==> src/rtl/rot_ctrl.sv <==
// Rotate engine top-level sequencer: validates and latches the image config, then walks
// the DMA through one read and one write phase per 8x8 set, with a per-phase watchdog.
//
// state   | meaning
// IDLE    | waiting for start
// CHECK   | validate latched dimensions
// CALC    | compute set total, pulse core start
// RD_REQ  | read phase requested, waiting for grant
// RD_WAIT | read phase running, waiting for done
// WR_REQ  | write phase requested, waiting for grant
// WR_WAIT | write phase running, waiting for done
// FIN     | completion pulse
// ERR     | error exit

module rot_ctrl #(
    parameter logic [15:0] P_TIMEOUT = 16'hFFFF,
    parameter logic [15:0] P_MAX_H   = 16'h7FFF,
    parameter logic [15:0] P_MAX_W   = 16'h3FFF
) (
    input  logic        I_RC_HCLK,
    input  logic        I_RC_RESET,
    input  logic        I_RC_START,
    input  logic [15:0] I_RC_HEIGHT,
    input  logic [15:0] I_RC_WIDTH,
    input  logic [1:0]  I_RC_DEGREES,
    input  logic        I_RC_DIRECTION,
    input  logic        I_RC_ABORT,
    input  logic        I_RC_IRQ_CLR,
    input  logic        I_RC_DMA_GRANT,
    input  logic        I_RC_DMA_DONE,
    output logic        O_RC_CS_START,
    output logic        O_RC_DMA_REQ,
    output logic        O_RC_DMA_WRITE,
    output logic [15:0] O_RC_HEIGHT,
    output logic [15:0] O_RC_WIDTH,
    output logic [1:0]  O_RC_DEGREES,
    output logic        O_RC_DIRECTION,
    output logic [23:0] O_RC_SET_CNT,
    output logic        O_RC_BUSY,
    output logic        O_RC_DONE,
    output logic        O_RC_IRQ,
    output logic [1:0]  O_RC_ERR
);

    typedef enum logic [3:0] {
        S_IDLE,
        S_CHECK,
        S_CALC,
        S_RD_REQ,
        S_RD_WAIT,
        S_WR_REQ,
        S_WR_WAIT,
        S_FIN,
        S_ERR
    } state_t;

    state_t      state;
    logic [23:0] total;
    logic [15:0] wdog;
    logic [12:0] h_sets;
    logic [12:0] w_sets;
    logic [23:0] set_next;
    logic        wdog_tc;
    logic        dims_bad;
    logic        abort_hit;

    assign h_sets    = O_RC_HEIGHT[15:3] + {12'd0, |O_RC_HEIGHT[2:0]};
    assign w_sets    = O_RC_WIDTH[15:3]  + {12'd0, |O_RC_WIDTH[2:0]};
    assign set_next  = O_RC_SET_CNT + 24'd1;
    assign wdog_tc   = (wdog == P_TIMEOUT - 16'd1);
    assign dims_bad  = (O_RC_HEIGHT == 16'd0) || (O_RC_WIDTH == 16'd0) ||
                       (O_RC_HEIGHT > P_MAX_H) || (O_RC_WIDTH > P_MAX_W);
    // FIN and ERR are already on their way out, so an abort there changes nothing
    assign abort_hit = I_RC_ABORT && (state != S_IDLE) && (state != S_FIN) && (state != S_ERR);

    always_ff @(posedge I_RC_HCLK) begin
        if (I_RC_RESET) begin
            state          <= S_IDLE;
            total          <= 24'd0;
            wdog           <= 16'd0;
            O_RC_CS_START  <= 1'b0;
            O_RC_DMA_REQ   <= 1'b0;
            O_RC_DMA_WRITE <= 1'b0;
            O_RC_HEIGHT    <= 16'd0;
            O_RC_WIDTH     <= 16'd0;
            O_RC_DEGREES   <= 2'd0;
            O_RC_DIRECTION <= 1'b0;
            O_RC_SET_CNT   <= 24'd0;
            O_RC_BUSY      <= 1'b0;
            O_RC_DONE      <= 1'b0;
            O_RC_IRQ       <= 1'b0;
            O_RC_ERR       <= 2'b00;
        end else begin
            O_RC_CS_START <= 1'b0;
            O_RC_DONE     <= 1'b0;

            // set has priority over clear
            if (state == S_FIN || state == S_ERR) begin
                O_RC_IRQ <= 1'b1;
            end else if (I_RC_IRQ_CLR) begin
                O_RC_IRQ <= 1'b0;
            end

            if (abort_hit) begin
                state        <= S_ERR;
                O_RC_ERR     <= 2'b11;
                O_RC_DMA_REQ <= 1'b0;
            end else begin
                case (state)
                    S_IDLE: begin
                        if (I_RC_START) begin
                            O_RC_HEIGHT    <= I_RC_HEIGHT;
                            O_RC_WIDTH     <= I_RC_WIDTH;
                            O_RC_DEGREES   <= I_RC_DEGREES;
                            O_RC_DIRECTION <= I_RC_DIRECTION;
                            O_RC_ERR       <= 2'b00;
                            O_RC_SET_CNT   <= 24'd0;
                            O_RC_BUSY      <= 1'b1;
                            state          <= S_CHECK;
                        end
                    end
                    S_CHECK: begin
                        if (dims_bad) begin
                            O_RC_ERR <= 2'b01;
                            state    <= S_ERR;
                        end else begin
                            state <= S_CALC;
                        end
                    end
                    S_CALC: begin
                        total          <= {11'd0, h_sets} * {11'd0, w_sets};
                        O_RC_CS_START  <= 1'b1;
                        O_RC_DMA_REQ   <= 1'b1;
                        O_RC_DMA_WRITE <= 1'b0;
                        wdog           <= 16'd0;
                        state          <= S_RD_REQ;
                    end
                    S_RD_REQ, S_WR_REQ: begin
                        if (I_RC_DMA_GRANT) begin
                            O_RC_DMA_REQ <= 1'b0;
                            wdog         <= 16'd0;
                            state        <= (state == S_RD_REQ) ? S_RD_WAIT : S_WR_WAIT;
                        end else if (wdog_tc) begin
                            O_RC_DMA_REQ <= 1'b0;
                            O_RC_ERR     <= 2'b10;
                            state        <= S_ERR;
                        end else begin
                            wdog <= wdog + 16'd1;
                        end
                    end
                    S_RD_WAIT: begin
                        if (I_RC_DMA_DONE) begin
                            O_RC_DMA_REQ   <= 1'b1;
                            O_RC_DMA_WRITE <= 1'b1;
                            wdog           <= 16'd0;
                            state          <= S_WR_REQ;
                        end else if (wdog_tc) begin
                            O_RC_ERR <= 2'b10;
                            state    <= S_ERR;
                        end else begin
                            wdog <= wdog + 16'd1;
                        end
                    end
                    S_WR_WAIT: begin
                        if (I_RC_DMA_DONE) begin
                            O_RC_SET_CNT <= set_next;
                            if (set_next == total) begin
                                O_RC_DONE <= 1'b1;
                                state     <= S_FIN;
                            end else begin
                                O_RC_DMA_REQ   <= 1'b1;
                                O_RC_DMA_WRITE <= 1'b0;
                                wdog           <= 16'd0;
                                state          <= S_RD_REQ;
                            end
                        end else if (wdog_tc) begin
                            O_RC_ERR <= 2'b10;
                            state    <= S_ERR;
                        end else begin
                            wdog <= wdog + 16'd1;
                        end
                    end
                    S_FIN, S_ERR: begin
                        O_RC_BUSY <= 1'b0;
                        state     <= S_IDLE;
                    end
                    default: begin
                        state <= S_IDLE;
                    end
                endcase
            end
        end
    end

endmodule

==> config.mk <==
export PLATFORM = sky130hd
export DESIGN_NAME = rot_ctrl
export DESIGN_NICKNAME = d
export VERILOG_FILES = /design/src/rtl/rot_ctrl.sv
export SDC_FILE = /design/constraint.sdc
export NUM_CORES = 1
export LEC_CHECK = 0
export ABC_CLOCK_PERIOD_IN_PS = 6300
export CAP_MARGIN = 5
export CORE_MARGIN = 3
export CORE_UTILIZATION = 31
export CTS_BUF_LIST = sky130_fd_sc_hd__clkbuf_8
export DETAILED_ROUTE_END_ITERATION = 8
export GPL_TIMING_DRIVEN = 0
export SETUP_SLACK_MARGIN = 0.15
export SYNTH_ARGS = -nofsm -noshare
export SYNTH_HDL_FRONTEND = slang
export SYNTH_SLANG_ARGS = --single-unit
==> constraint.sdc <==
create_clock -name I_RC_HCLK -period 6.3 [get_ports I_RC_HCLK]
set_input_delay 0.945 -clock I_RC_HCLK [delete_from_list [all_inputs] [get_ports I_RC_HCLK]]
set_output_delay 0.945 -clock I_RC_HCLK [all_outputs]
set_load 0.02 [all_outputs]
# [After elaboration in Yosys (flattened, before gate mapping)]
# Index checks and enable logic that the tools add are counted.
[word_totals] wordCells=121 inputBits=42 ff_bits=111
[op_classes] n_addsub=4 n_eq_ne=22 n_mul=1 bitwise=3 magnitude_cmp=2 n_reduce_logical=32 n_mux=41
[op_table] cell="$mux 16" n=5
[op_table] cell="$pmux 16 s4" n=1
[op_table] cell="$mux 24" n=2
[op_table] cell="$pmux 24 s2" n=1
[op_table] cell="$logic_not 16->1" n=2
[op_table] cell="$mux 4" n=7
[op_table] cell="$add 13x1->13" n=2
[op_table] cell="$add 24x1->24 const B" n=1
[op_table] cell="$eq 24x24->1" n=1
[op_table] cell="$mul 13x13->24" n=1
[op_table] cell="$pmux 4 s6" n=1
[op_table] cell="$add 16x1->16 const B" n=1
[op_table] cell="$eq 16x16->1 const B" n=1
[op_table] cell="$eq 4x3->1 const B" n=4
[op_table] cell="$gt 16x14->1 const B" n=1
[op_table] cell="$gt 16x15->1 const B" n=1
[op_table] cell="$ne 3x3->1 const B" n=5
[op_table] cell="$reduce_and 5->1" n=3
[op_table] cell="$mux 2" n=7
[op_table] cell="$mux 1" n=12
[op_table] cell="$reduce_and 3->1" n=3
[op_table] cell="$eq 4x2->1 const B" n=2
[op_table] cell="$ne 2x2->1 const B" n=4
[op_table] cell="$pmux 2 s4" n=1
[op_table] cell="other kinds (22)" n=36

# [Logic depth before layout (Yosys ltp)]
# Gate-level depths: netlist of the first run.
[logic_depth] word_depth=7 mapped_depth=29 depth_no_buf=28

# [Worst setup path before layout of the first run]
# No wires, ideal clock.
[synth_path] path_type="flip-flop to flip-flop" from="register O_RC_WIDTH[0]" to="register total[22]" stages_incl_launch_ff=28 slack_ns=-0.485 arrival_time_ns=6.715 n_path_buf=2 setup_ns=0.070 path_cell_list="dfxtp_1 -> or3_1 -> ha_1 -> nand4_1 -> or3_1 -> clkbuf_1 -> inv_1 -> and3_1 -> xnor2_1 -> clkbuf_1 -> nor2_1 -> fa_1 -> fa_1 -> fa_1 -> fa_1 -> inv_1 -> fa_1 -> inv_1 -> ha_1 -> a21o_1 -> a21oi_1 -> o21ai_0 -> a221oi_1 -> o21ai_0 -> a31oi_1 -> nor2_1 -> a211o_1 -> a21oi_1"
[synth_between] elab_chain_len=3
[synth_lines] item="start, declared" line_no="35" source="output logic [15:0] O_RC_WIDTH,"
[synth_lines] item="start signal, assigned" line_no="85" source="O_RC_WIDTH <= 16'd0;"
[synth_lines] item="start signal, assigned" line_no="113" source="O_RC_WIDTH <= I_RC_WIDTH;"
[synth_lines] item="$reduce_or 3->1" line_no="68" source="assign w_sets = O_RC_WIDTH[15:3] + {12'd0, |O_RC_WIDTH[2:0]};"
[synth_lines] item="$add 13x1->13" line_no="68"
[synth_lines] item="$mul 13x13->24" line_no="131" source="total <= {11'd0, h_sets} * {11'd0, w_sets};"
[synth_lines] item="end signal, assigned" line_no="131"
[synth_lines] item="end, declared" line_no="58" source="logic [23:0] total;"
# Every way passes these cells.
# A chain may end at the register's enable or synchronous reset.

# [Final worst setup path of the first run]
[layout_path] from="register O_RC_WIDTH[0]" to="register total[19]"
# The elaborated chain is that of the path after synthesis.

==> flow_summary.html, run 1 <==
<table>
<tr><th>Metric</th><th>Value</th></tr>
<tr><th colspan="2">Place</th></tr>
<tr><td>Final Wtd Congestion</td><td>0.9243</td></tr>
<tr><td>DP Area</td><td>about 14000 sq um</td></tr>
<tr><td>Dpl hpwl</td><td>29.02 mm</td></tr>
<tr><td>Count of buffers from port buffering</td><td>108</td></tr>
<tr><th colspan="2">Route</th></tr>
<tr><td>Final routed wire length divided by cell count</td><td>~17 microns</td></tr>
<tr><td>Number of search-and-repair iterations in the first detailed-routing pass</td><td>5</td></tr>
<tr><td>Remaining antenna violation count</td><td>0</td></tr>
<tr><td>Final wirelength</td><td>37.24 mm</td></tr>
<tr><td>Vias</td><td>11.13k</td></tr>
<tr><td>Per-cell via count in the routed design</td><td>5.125</td></tr>
<tr><td>Number of design rule violations left after detail routing</td><td>0</td></tr>
<tr><td>Violation count after the first detailed-routing iteration</td><td>774</td></tr>
<tr><th colspan="2">Synthesis</th></tr>
<tr><td>Share of the yosys chip area belonging to registers</td><td>a little under a fifth</td></tr>
<tr><td>Synthesized-area fraction occupied by xor and xnor cells</td><td>under 10%</td></tr>
<tr><td>Fraction of registers with async set/reset</td><td>0%</td></tr>
<tr><td>Main combinational cell family by area after synthesis</td><td>adder cells</td></tr>
<tr><td>Top cells by instance count after synthesis</td><td>sky130_fd_sc_hd__nand2_1 (241), sky130_fd_sc_hd__inv_1 (181), sky130_fd_sc_hd__nor2_1 (124)</td></tr>
<tr><td>Synth Net Count</td><td>between 1.5k and 2k</td></tr>
<tr><td>Unique masters post-synth</td><td>78</td></tr>
<tr><td>Primary flip-flop cell chosen by synthesis mapping</td><td>sky130_fd_sc_hd__dfxtp_1</td></tr>
<tr><td>Total of warnings raised by yosys</td><td>0</td></tr>
<tr><td>Area of the mapped netlist</td><td>around 12000 sq um</td></tr>
<tr><td>Mux contribution to synthesized area</td><td>0.3429%</td></tr>
<tr><td>Post-synthesis register bit count</td><td>111</td></tr>
<tr><td>Area contributors post-synth</td><td>sky130_fd_sc_hd__fa_1 (21%), sky130_fd_sc_hd__dfxtp_1 (19%), sky130_fd_sc_hd__nand2_1 (7.7%), sky130_fd_sc_hd__ha_1 (7.4%), sky130_fd_sc_hd__inv_1 (5.8%)</td></tr>
<tr><td>Share of synthesized cell area in and, or, nand and nor gates</td><td>between 20% and 30%</td></tr>
<tr><td>Library cell with the largest summed area after synthesis</td><td>sky130_fd_sc_hd__fa_1</td></tr>
<tr><td>Average cell area after synthesis</td><td>7.896 sq um</td></tr>
<tr><td>Number of synthesized flops with an enable pin</td><td>0</td></tr>
<tr><td>Count of mapped cells out of synthesis</td><td>1479</td></tr>
<tr><td>Share of the synthesized area in compound gates (AO/OA/AOI/OAI)</td><td>12.70%</td></tr>
<tr><td>Synth Area in Adders</td><td>around 28%</td></tr>
<tr><td>Share of the synthesized area in the top cell type</td><td>20.57%</td></tr>
<tr><td>Leading cell type by number of instances after synthesis</td><td>sky130_fd_sc_hd__nand2_1</td></tr>
<tr><th colspan="2">Floorplan</th></tr>
<tr><td>Standard cell core area</td><td>between 30000 and 40000 sq um</td></tr>
<tr><td>Starting density of the core</td><td>a little under a third</td></tr>
<tr><td>Floorplan die area</td><td>40030 sq um</td></tr>
<tr><td>I/O Pins</td><td>109</td></tr>
<tr><td>Horizontal die dimension</td><td>200.1 microns</td></tr>
<tr><td>Overall die height</td><td>roughly 200 microns</td></tr>
<tr><td>FP Rows</td><td>70</td></tr>
<tr><th colspan="2">Critical path</th></tr>
<tr><td>Worst-path cell with the longest stage delay</td><td>sky130_fd_sc_hd__fa_2</td></tr>
<tr><td>Type of element launching the critical path</td><td>flip-flop</td></tr>
<tr><td>Kind of critical path</td><td>flip-flop to flip-flop</td></tr>
<tr><td>Cells on worst reg2reg path</td><td>28</td></tr>
<tr><td>Required time at the endpoint of the critical path</td><td>6630 ps</td></tr>
<tr><td>Data arrival, critical path</td><td>6890 ps</td></tr>
<tr><td>Worst-path maximum fanout</td><td>5</td></tr>
<tr><td>Type of destination of the critical path</td><td>flip-flop</td></tr>
<tr><td>Most repeated library cell on the critical path</td><td>sky130_fd_sc_hd__a21oi_2</td></tr>
<tr><td>Highest cell delay on the worst timing path</td><td>540 ps</td></tr>
<tr><th colspan="2">Global route</th></tr>
<tr><td>GR Overflow Total</td><td>0</td></tr>
<tr><td>Global-route wire length before repair</td><td>about 60 mm</td></tr>
<tr><td>Overall routing resource usage</td><td>around 18%</td></tr>
<tr><td>Pin count of the biggest net entering global routing</td><td>20</td></tr>
<tr><td>Vias in the first global route</td><td>11.08k</td></tr>
<tr><td>Number of antenna violations at the first check in global routing</td><td>0</td></tr>
<tr><th colspan="2">Cells and area</th></tr>
<tr><td>Total non-filler cell area in the finished layout</td><td>15210 sq um</td></tr>
<tr><td>Layout overhead on the synthesized area</td><td>30.24%</td></tr>
<tr><td>Share of final-layout standard cells stronger than drive strength 1</td><td>roughly 17%</td></tr>
<tr><td>Fill cell total of the finished layout</td><td>3698</td></tr>
<tr><td>Antenna diode count</td><td>0</td></tr>
<tr><td>Net total in the final layout</td><td>around 1.9k</td></tr>
<tr><th colspan="2">STA</th></tr>
<tr><td>Slew at the pin with the worst max-slew slack</td><td>about 1200 ps</td></tr>
<tr><td>Fraction of the cycle the final worst path needs</td><td>104.2%</td></tr>
<tr><td>Setup violators final</td><td>8</td></tr>
<tr><td>Min setup slack post-route</td><td>-262.1 ps</td></tr>
<tr><td>Setup repair after global routing missed its margin</td><td>true</td></tr>
<tr><td>Highest clock frequency the design can meet</td><td>152.4 MHz</td></tr>
<tr><td>Worst-case headroom to the max-slew limit</td><td>~22%</td></tr>
<tr><td>Final sum of negative setup slack</td><td>-1218 ps</td></tr>
<tr><td>Fin crit period</td><td>6562 ps</td></tr>
<tr><td>Final Hold Vio Count</td><td>0</td></tr>
<tr><td>Count of final max-slew check failures</td><td>0</td></tr>
<tr><td>Worst clock skew</td><td>21.79 ps</td></tr>
<tr><th colspan="2">Pwr</th></tr>
<tr><td>Leakage Power</td><td>~6 nW</td></tr>
<tr><td>Total Power Consumption</td><td>~2.2 mW</td></tr>
<tr><td>Maximum ir drop on the vdd rail</td><td>127.2 uV</td></tr>
<tr><td>Power per cell area</td><td>145.3 nW/um^2</td></tr>
<tr><th colspan="2">Outcome</th></tr>
<tr><td>Failing checks</td><td>setup timing</td></tr>
<tr><td>Status</td><td>finished with violations</td></tr>
<tr><th colspan="2">Clock network</th></tr>
<tr><td>Number of buffers between clock root and the deepest sink</td><td>2</td></tr>
<tr><td>CTS clk-pin slew, worst paths</td><td>100 ps</td></tr>
<tr><td>CTS tree</td><td>yes</td></tr>
<tr><td>Number of clock buffers inserted by TritonCTS</td><td>9</td></tr>
<tr><td>Number of H-tree branching levels</td><td>3</td></tr>
<tr><td>Hold-fix buffer count after cts</td><td>0</td></tr>
<tr><td>Later-pin clock latency in the skew report</td><td>410 ps</td></tr>
<tr><td>Buffer type at the clock tree root</td><td>sky130_fd_sc_hd__clkbuf_8</td></tr>
<tr><td>TritonCTS sink count</td><td>111</td></tr>
<tr><th colspan="2">Hold path</th></tr>
<tr><td>Hold path cells</td><td>2</td></tr>
<tr><td>Classification of the worst-slack hold path</td><td>flip-flop to flip-flop</td></tr>
<tr><th colspan="2">Run</th></tr>
<tr><td>Max-cap violation count</td><td>0</td></tr>
</table>
## report_power, final
group / switching, mW / internal (mW)
clock network: 0.266 / 0.186
logic: 0.566 / 0.410
registers: 0.0481 / 0.733
total: 0.880 / 1.33
## layout make-up
cell class | instances | area, sq um | share of cell area, %
multi-input cells | 1109 | 9442 | 62.08
flip-flops and latches | 111 | 2246 | 14.77
plain buffers | 77 | 395.4 | 2.600
clock buffers | 9 | 123.9 | 0.8145
clock inverters | 7 | 73.82 | 0.4854
inverters | 182 | 688.2 | 4.525
well taps | 504 | 630.6 | 4.146
repair buffers | 173 | 1609 | 10.58
## critical path, delay by kind of cell (launching register included)
kind | cells | cell delay, ps
xor+xnor | 2 | 280
compound gates | 6 | 980
flops | 1 | 360
fa+ha+maj | 7 | 2900
simple gates | 7 | 1510
buf+inv | 6 | 480
## flip-flops by register name (all words and copies together) (netlist names), 2 cells and up
register and flops:
O_RC_SET_CNT 24, total 24, O_RC_HEIGHT 16, O_RC_WIDTH 16, wdog 16, state 4, O_RC_DEGREES 2, O_RC_ERR 2
## logic make-up (layout without fill, tap and decap cells)
kind of cell | count (synthesis) | after routing
simple gates | 585 | 585
buf+inv | 259 | 448
compound gates | 234 | 234
fa+ha+maj | 190 | 190
flops | 111 | 111
xor+xnor | 96 | 96
mux | 4 | 4
## cells in the final DEF (no fill, tap or decap), drive strengths merged, types with 6 or more instances in the layout
cell	instances
nand3	44
or3	13
or2	7
a31oi	8
nand4	17
nor2b	11
fa	120
dfxtp	111
and3	15
nor3	21
o21ai	31
and2	22
nand2b	14
ha	69
and4	6
clkdlybuf4s50	108
nor2	125
clkbuf	69
nor4	15
inv	185
buf	82
o211ai	9
o31ai	13
or4	20
a211oi	7
xnor2	64
a21oi	117
nand2	241
xor2	32
## layer usage
layer	up-vias	global-route usage (%)	wire, microns
li1	5248	-	-
met1	5435	25.30	16810
met2	396	29.80	17010
met3	53	4.783	2767
met4	0	3.593	655
met5	-	0	0
## final timing paths
check                                            startpoint                          end  slack [ps]
worst min register to register  O_RC_DIRECTION$_SDFFE_PP0P_  O_RC_DIRECTION$_SDFFE_PP0P_         470
worst max-delay path             O_RC_WIDTH[0]$_SDFFE_PP0P_       total[19]$_SDFFE_PP0P_        -260
worst min-delay path            O_RC_DIRECTION$_SDFFE_PP0P_  O_RC_DIRECTION$_SDFFE_PP0P_         470
worst max register to register   O_RC_WIDTH[0]$_SDFFE_PP0P_       total[19]$_SDFFE_PP0P_        -260
## timing repair
action                     in CTS  in global routing
cloned                          0                  0
pin swaps                      28                 63
resized for setup              70                 87
setup endpoints to repair      13                 12
setup buffers                  38                 26
## through the flow
step | util (%) | worst slack (ps) | instances | hold WS (ps)
2_1_floorplan | - | 118.5 | 1479 | 443.6
3_3_place_gp | 37.33 | -677.2 | 2091 | 449.2
3_5_place_dp | 37.33 | -721.9 | 2091 | 451.0
4_1_cts | 39.85 | -217.3 | 2145 | 468.1
5_1_grt | 41.25 | -532.3 | 2172 | 484.1
6_report | 41.25 | -262.1 | 2172 | 466.6
Note: power is estimated with default switching activity, not from simulation.
==> run 2: changes to the inputs <==
--- a/config.mk
+++ b/config.mk
@@ -5,13 +5,15 @@
 export SDC_FILE = /design/constraint.sdc
 export NUM_CORES = 1
 export LEC_CHECK = 0
-export ABC_CLOCK_PERIOD_IN_PS = 6300
 export CAP_MARGIN = 5
+export CELL_PAD_IN_SITES_DETAIL_PLACEMENT = 0
+export CELL_PAD_IN_SITES_GLOBAL_PLACEMENT = 1
 export CORE_MARGIN = 3
 export CORE_UTILIZATION = 31
 export CTS_BUF_LIST = sky130_fd_sc_hd__clkbuf_8
 export DETAILED_ROUTE_END_ITERATION = 8
 export GPL_TIMING_DRIVEN = 0
+export PLACE_DENSITY_LB_ADDON = 0.1
 export SETUP_SLACK_MARGIN = 0.15
 export SYNTH_ARGS = -nofsm -noshare
 export SYNTH_HDL_FRONTEND = slang
==> constraint.sdc (replaced) <==
create_clock -name I_RC_HCLK -period 6.7 [get_ports I_RC_HCLK]
set_input_delay 1.005 -clock I_RC_HCLK [delete_from_list [all_inputs] [get_ports I_RC_HCLK]]
set_output_delay 1.005 -clock I_RC_HCLK [all_outputs]
set_load 0.02 [all_outputs]
==> run 2 against run 1 <==
The run now ends clean. Final cell count about the same. Register-to-register slack improved by 360 ps. Routed wire length increased by 6.2%. Critical path depth decreased by 4. Utilization increased by 0.43 points. Global-route usage increased by 1.6 points. Die area unchanged. Clock skew decreased by 5.3 ps. Maximum frequency decreased by 0.58%. Clock power decreased by 7.5%. Sequential cell count unchanged. Worst setup slack improved by 360 ps. Largest power group unchanged.
==> flow_summary.html, run 2 (synthesized netlist as in run 1, its figures left out) <==
<table>
<tr><th>Metric</th><th>Value</th></tr>
<tr><th colspan="2">Cells and area</th></tr>
<tr><td>Layout overhead on the synthesized area</td><td>31.60%</td></tr>
<tr><td>Fin util</td><td>41.68%</td></tr>
<tr><td>Share of final-layout standard cells stronger than drive strength 1</td><td>17.84%</td></tr>
<tr><td>Leading registers by flop count</td><td>O_RC_SET_CNT x24, total x24</td></tr>
<tr><td>Antenna diode count</td><td>0</td></tr>
<tr><td>Total non-filler cell area in the finished layout</td><td>15370 sq um</td></tr>
<tr><td>Most common cell after layout, fill and taps aside</td><td>sky130_fd_sc_hd__nand2_1</td></tr>
<tr><td>Commonest non-fill, non-tap cells in the layout</td><td>sky130_fd_sc_hd__nand2_1 (232), sky130_fd_sc_hd__inv_1 (167), sky130_fd_sc_hd__fa_1 (114)</td></tr>
<tr><td>Net total in the final layout</td><td>about 1.9k</td></tr>
<tr><th colspan="2">Route</th></tr>
<tr><td>Final wirelength</td><td>39.54 mm</td></tr>
<tr><td>Remaining antenna violation count</td><td>0</td></tr>
<tr><td>Final routed wire length divided by cell count</td><td>18.19 microns</td></tr>
<tr><td>Per-cell via count in the routed design</td><td>4.990</td></tr>
<tr><td>Vias</td><td>10.85k</td></tr>
<tr><td>Number of design rule violations left after detail routing</td><td>0</td></tr>
<tr><td>Number of search-and-repair iterations in the first detailed-routing pass</td><td>5</td></tr>
<tr><td>Violation count after the first detailed-routing iteration</td><td>479</td></tr>
<tr><th colspan="2">Hold path</th></tr>
<tr><td>Worst min-delay path endpoint</td><td>O_RC_DEGREES[1]$_SDFFE_PP0P_</td></tr>
<tr><td>Hold path cells</td><td>2</td></tr>
<tr><td>Startpoint of the lowest-slack hold path</td><td>O_RC_DEGREES[1]$_SDFFE_PP0P_</td></tr>
<tr><td>Classification of the worst-slack hold path</td><td>flip-flop to flip-flop</td></tr>
<tr><th colspan="2">Critical path</th></tr>
<tr><td>Register-to-Register Setup Slack</td><td>~100 ps</td></tr>
<tr><td>Type of element launching the critical path</td><td>flip-flop</td></tr>
<tr><td>Type of destination of the critical path</td><td>flip-flop</td></tr>
<tr><td>Required time at the endpoint of the critical path</td><td>about 7000 ps</td></tr>
<tr><td>Data arrival, critical path</td><td>6960 ps</td></tr>
<tr><td>R2r startpoint</td><td>O_RC_HEIGHT[0]$_SDFFE_PP0P_</td></tr>
<tr><td>Worst-path maximum fanout</td><td>5</td></tr>
<tr><td>Kind of critical path</td><td>flip-flop to flip-flop</td></tr>
<tr><td>Cells on worst reg2reg path</td><td>24</td></tr>
<tr><td>Destination of the worst register-to-register timing path</td><td>total[22]$_SDFFE_PP0P_</td></tr>
<tr><th colspan="2">Global route</th></tr>
<tr><td>Vias in the first global route</td><td>roughly 11k</td></tr>
<tr><td>Pin count of the biggest net entering global routing</td><td>21</td></tr>
<tr><td>Overall routing resource usage</td><td>20.05%</td></tr>
<tr><td>Number of antenna violations at the first check in global routing</td><td>0</td></tr>
<tr><td>Global-route wire length before repair</td><td>61.74 mm</td></tr>
<tr><td>GR Overflow Total</td><td>0</td></tr>
<tr><th colspan="2">Clock network</th></tr>
<tr><td>Buffer type at the clock tree root</td><td>sky130_fd_sc_hd__clkbuf_8</td></tr>
<tr><td>Later-pin clock latency in the skew report</td><td>420 ps</td></tr>
<tr><td>Number of clock buffers inserted by TritonCTS</td><td>9</td></tr>
<tr><td>TritonCTS sink count</td><td>111</td></tr>
<tr><td>Number of buffers between clock root and the deepest sink</td><td>2</td></tr>
<tr><td>Number of H-tree branching levels</td><td>3</td></tr>
<tr><td>CTS tree</td><td>yes</td></tr>
<tr><td>Hold-fix buffer count after cts</td><td>0</td></tr>
<tr><td>CTS clk-pin slew, worst paths</td><td>about 110 ps</td></tr>
<tr><th colspan="2">Outcome</th></tr>
<tr><td>Status</td><td>complete, no violations</td></tr>
<tr><th colspan="2">Pwr</th></tr>
<tr><td>Design internal power</td><td>1.252 mW</td></tr>
<tr><td>Relative contribution of the clock network to total power</td><td>19.7%</td></tr>
<tr><td>Switching power</td><td>0.8675 mW</td></tr>
<tr><td>Reg power frac</td><td>about 35%</td></tr>
<tr><td>Logic pwr share</td><td>45.8%</td></tr>
<tr><td>Leakage Power</td><td>approximately 6 nW</td></tr>
<tr><td>Maximum ir drop on the vdd rail</td><td>around 94 uV</td></tr>
<tr><td>Power per cell area</td><td>137.9 nW/um^2</td></tr>
<tr><td>Switching Share</td><td>40.93%</td></tr>
<tr><th colspan="2">STA</th></tr>
<tr><td>Slew at the pin with the worst max-slew slack</td><td>1220 ps</td></tr>
<tr><td>Worst clock skew</td><td>about 16 ps</td></tr>
<tr><td>Final sum of negative setup slack</td><td>0 ps</td></tr>
<tr><td>Final Hold Vio Count</td><td>0</td></tr>
<tr><td>Fraction of the cycle the final worst path needs</td><td>98.51%</td></tr>
<tr><td>Setup repair after global routing missed its margin</td><td>true</td></tr>
<tr><td>Count of final max-slew check failures</td><td>0</td></tr>
<tr><td>Highest clock frequency the design can meet</td><td>roughly 150 MHz</td></tr>
<tr><td>Min setup slack post-route</td><td>99.89 ps</td></tr>
<tr><td>Worst-case headroom to the max-slew limit</td><td>17.92%</td></tr>
<tr><td>Setup violators final</td><td>0</td></tr>
<tr><td>Fin crit period</td><td>approximately 6600 ps</td></tr>
<tr><td>Worst hold margin</td><td>463.4 ps</td></tr>
<tr><th colspan="2">Place</th></tr>
<tr><td>DP Area</td><td>13440 sq um</td></tr>
<tr><td>Post-place setup slack</td><td>-1191 ps</td></tr>
<tr><td>Count of buffers from port buffering</td><td>108</td></tr>
<tr><td>Final Wtd Congestion</td><td>about 0.86</td></tr>
<tr><td>Dpl hpwl</td><td>between 30 and 40 mm</td></tr>
<tr><th colspan="2">Run</th></tr>
<tr><td>Max-cap violation count</td><td>0</td></tr>
<tr><th colspan="2">Floorplan</th></tr>
<tr><td>I/O Pins</td><td>109</td></tr>
<tr><td>Overall die height</td><td>200.1 microns</td></tr>
<tr><td>FP Rows</td><td>70</td></tr>
<tr><td>Floorplan die area</td><td>40030 sq um</td></tr>
<tr><td>Starting density of the core</td><td>31.67%</td></tr>
<tr><td>Standard cell core area</td><td>36870 sq um</td></tr>
<tr><td>Horizontal die dimension</td><td>200.1 microns</td></tr>
</table>
## run 2: critical path: stages, from the launching register on
cell and delay (ps):
sky130_fd_sc_hd__dfxtp_2 340, sky130_fd_sc_hd__or3_4 410, sky130_fd_sc_hd__ha_4 180, sky130_fd_sc_hd__and4_2 270
sky130_fd_sc_hd__nand2b_4 130, sky130_fd_sc_hd__xor2_4 220, sky130_fd_sc_hd__buf_6 160, sky130_fd_sc_hd__nor2_1 60
sky130_fd_sc_hd__fa_1 520, sky130_fd_sc_hd__inv_1 60, sky130_fd_sc_hd__fa_1 520, sky130_fd_sc_hd__inv_2 50
sky130_fd_sc_hd__fa_1 490, sky130_fd_sc_hd__fa_1 490, sky130_fd_sc_hd__inv_1 50, sky130_fd_sc_hd__fa_1 520
sky130_fd_sc_hd__inv_1 40, sky130_fd_sc_hd__ha_2 200, sky130_fd_sc_hd__o41a_1 530, sky130_fd_sc_hd__a221oi_4 350
sky130_fd_sc_hd__o21ai_2 110, sky130_fd_sc_hd__a31oi_2 210, sky130_fd_sc_hd__nor2_1 70, sky130_fd_sc_hd__a211o_2 390
sky130_fd_sc_hd__a21oi_2 150
## run 2: final cells by class
cell class,count,area [sq um]
clock inverter,7,66.31
sequential,111,2237
fill,3767,21510
multi-input combinational,1109,9560
buffer,77,406.6
clock buffer,9,123.9
inverter,182,690.7
timing repair buffer,175,1652
tap,504,630.6
## run 2: repair_timing
item / 4_1_cts / 5_1_grt
setup endpoints to repair: 11 / 9
hold endpoints to repair: 0 / 0
gates resized for setup: 179 / 63
setup buffers: 54 / 13
pin swaps: 89 / 65
## run 2: per-layer routing
layer	wire [microns]	vias up	share of wire (%)	global-route usage, %
li1	-	5244	-	-
met1	17150	5341	43	25.73
met2	20030	211	51	35.27
met3	1258	53	3.2	2.534
met4	1094	0	2.8	6.229
met5	0	-	0	0
## run 2: power by group through the flow
stage	clock network (mW)	logic, mW	registers, mW
5_1_grt	0.461	1.07	0.736
3_5_place_dp	0	0.762	0.735
4_1_cts	0.441	0.935	0.728
2_1_floorplan	0	0.459	0.757
6_report	0.418	0.971	0.730
3_3_place_gp	0	0.765	0.734
## run 2: worst max-delay path by stage
stage                                startpoint                      to  slack, ps  depth (start not counted)
floorplan           O_RC_HEIGHT[0]$_SDFFE_PP0P_  total[22]$_SDFFE_PP0P_        150                         27
global placement     O_RC_WIDTH[0]$_SDFFE_PP0P_  total[23]$_SDFFE_PP0P_      -1210                         28
detailed placement   O_RC_WIDTH[0]$_SDFFE_PP0P_  total[23]$_SDFFE_PP0P_      -1190                         28
CTS                 O_RC_HEIGHT[2]$_SDFFE_PP0P_  total[22]$_SDFFE_PP0P_         40                         26
global route         O_RC_WIDTH[2]$_SDFFE_PP0P_  total[22]$_SDFFE_PP0P_       -130                         27
finish              O_RC_HEIGHT[0]$_SDFFE_PP0P_  total[22]$_SDFFE_PP0P_        100                         24
## run 2: per-stage QoR
stage,std cells,power [mW]
after CTS,2161,2.104
after global placement,2091,1.500
after detailed placement,2091,1.497
after floorplan,1479,1.216
final,2174,2.120
after global routing,2174,2.266
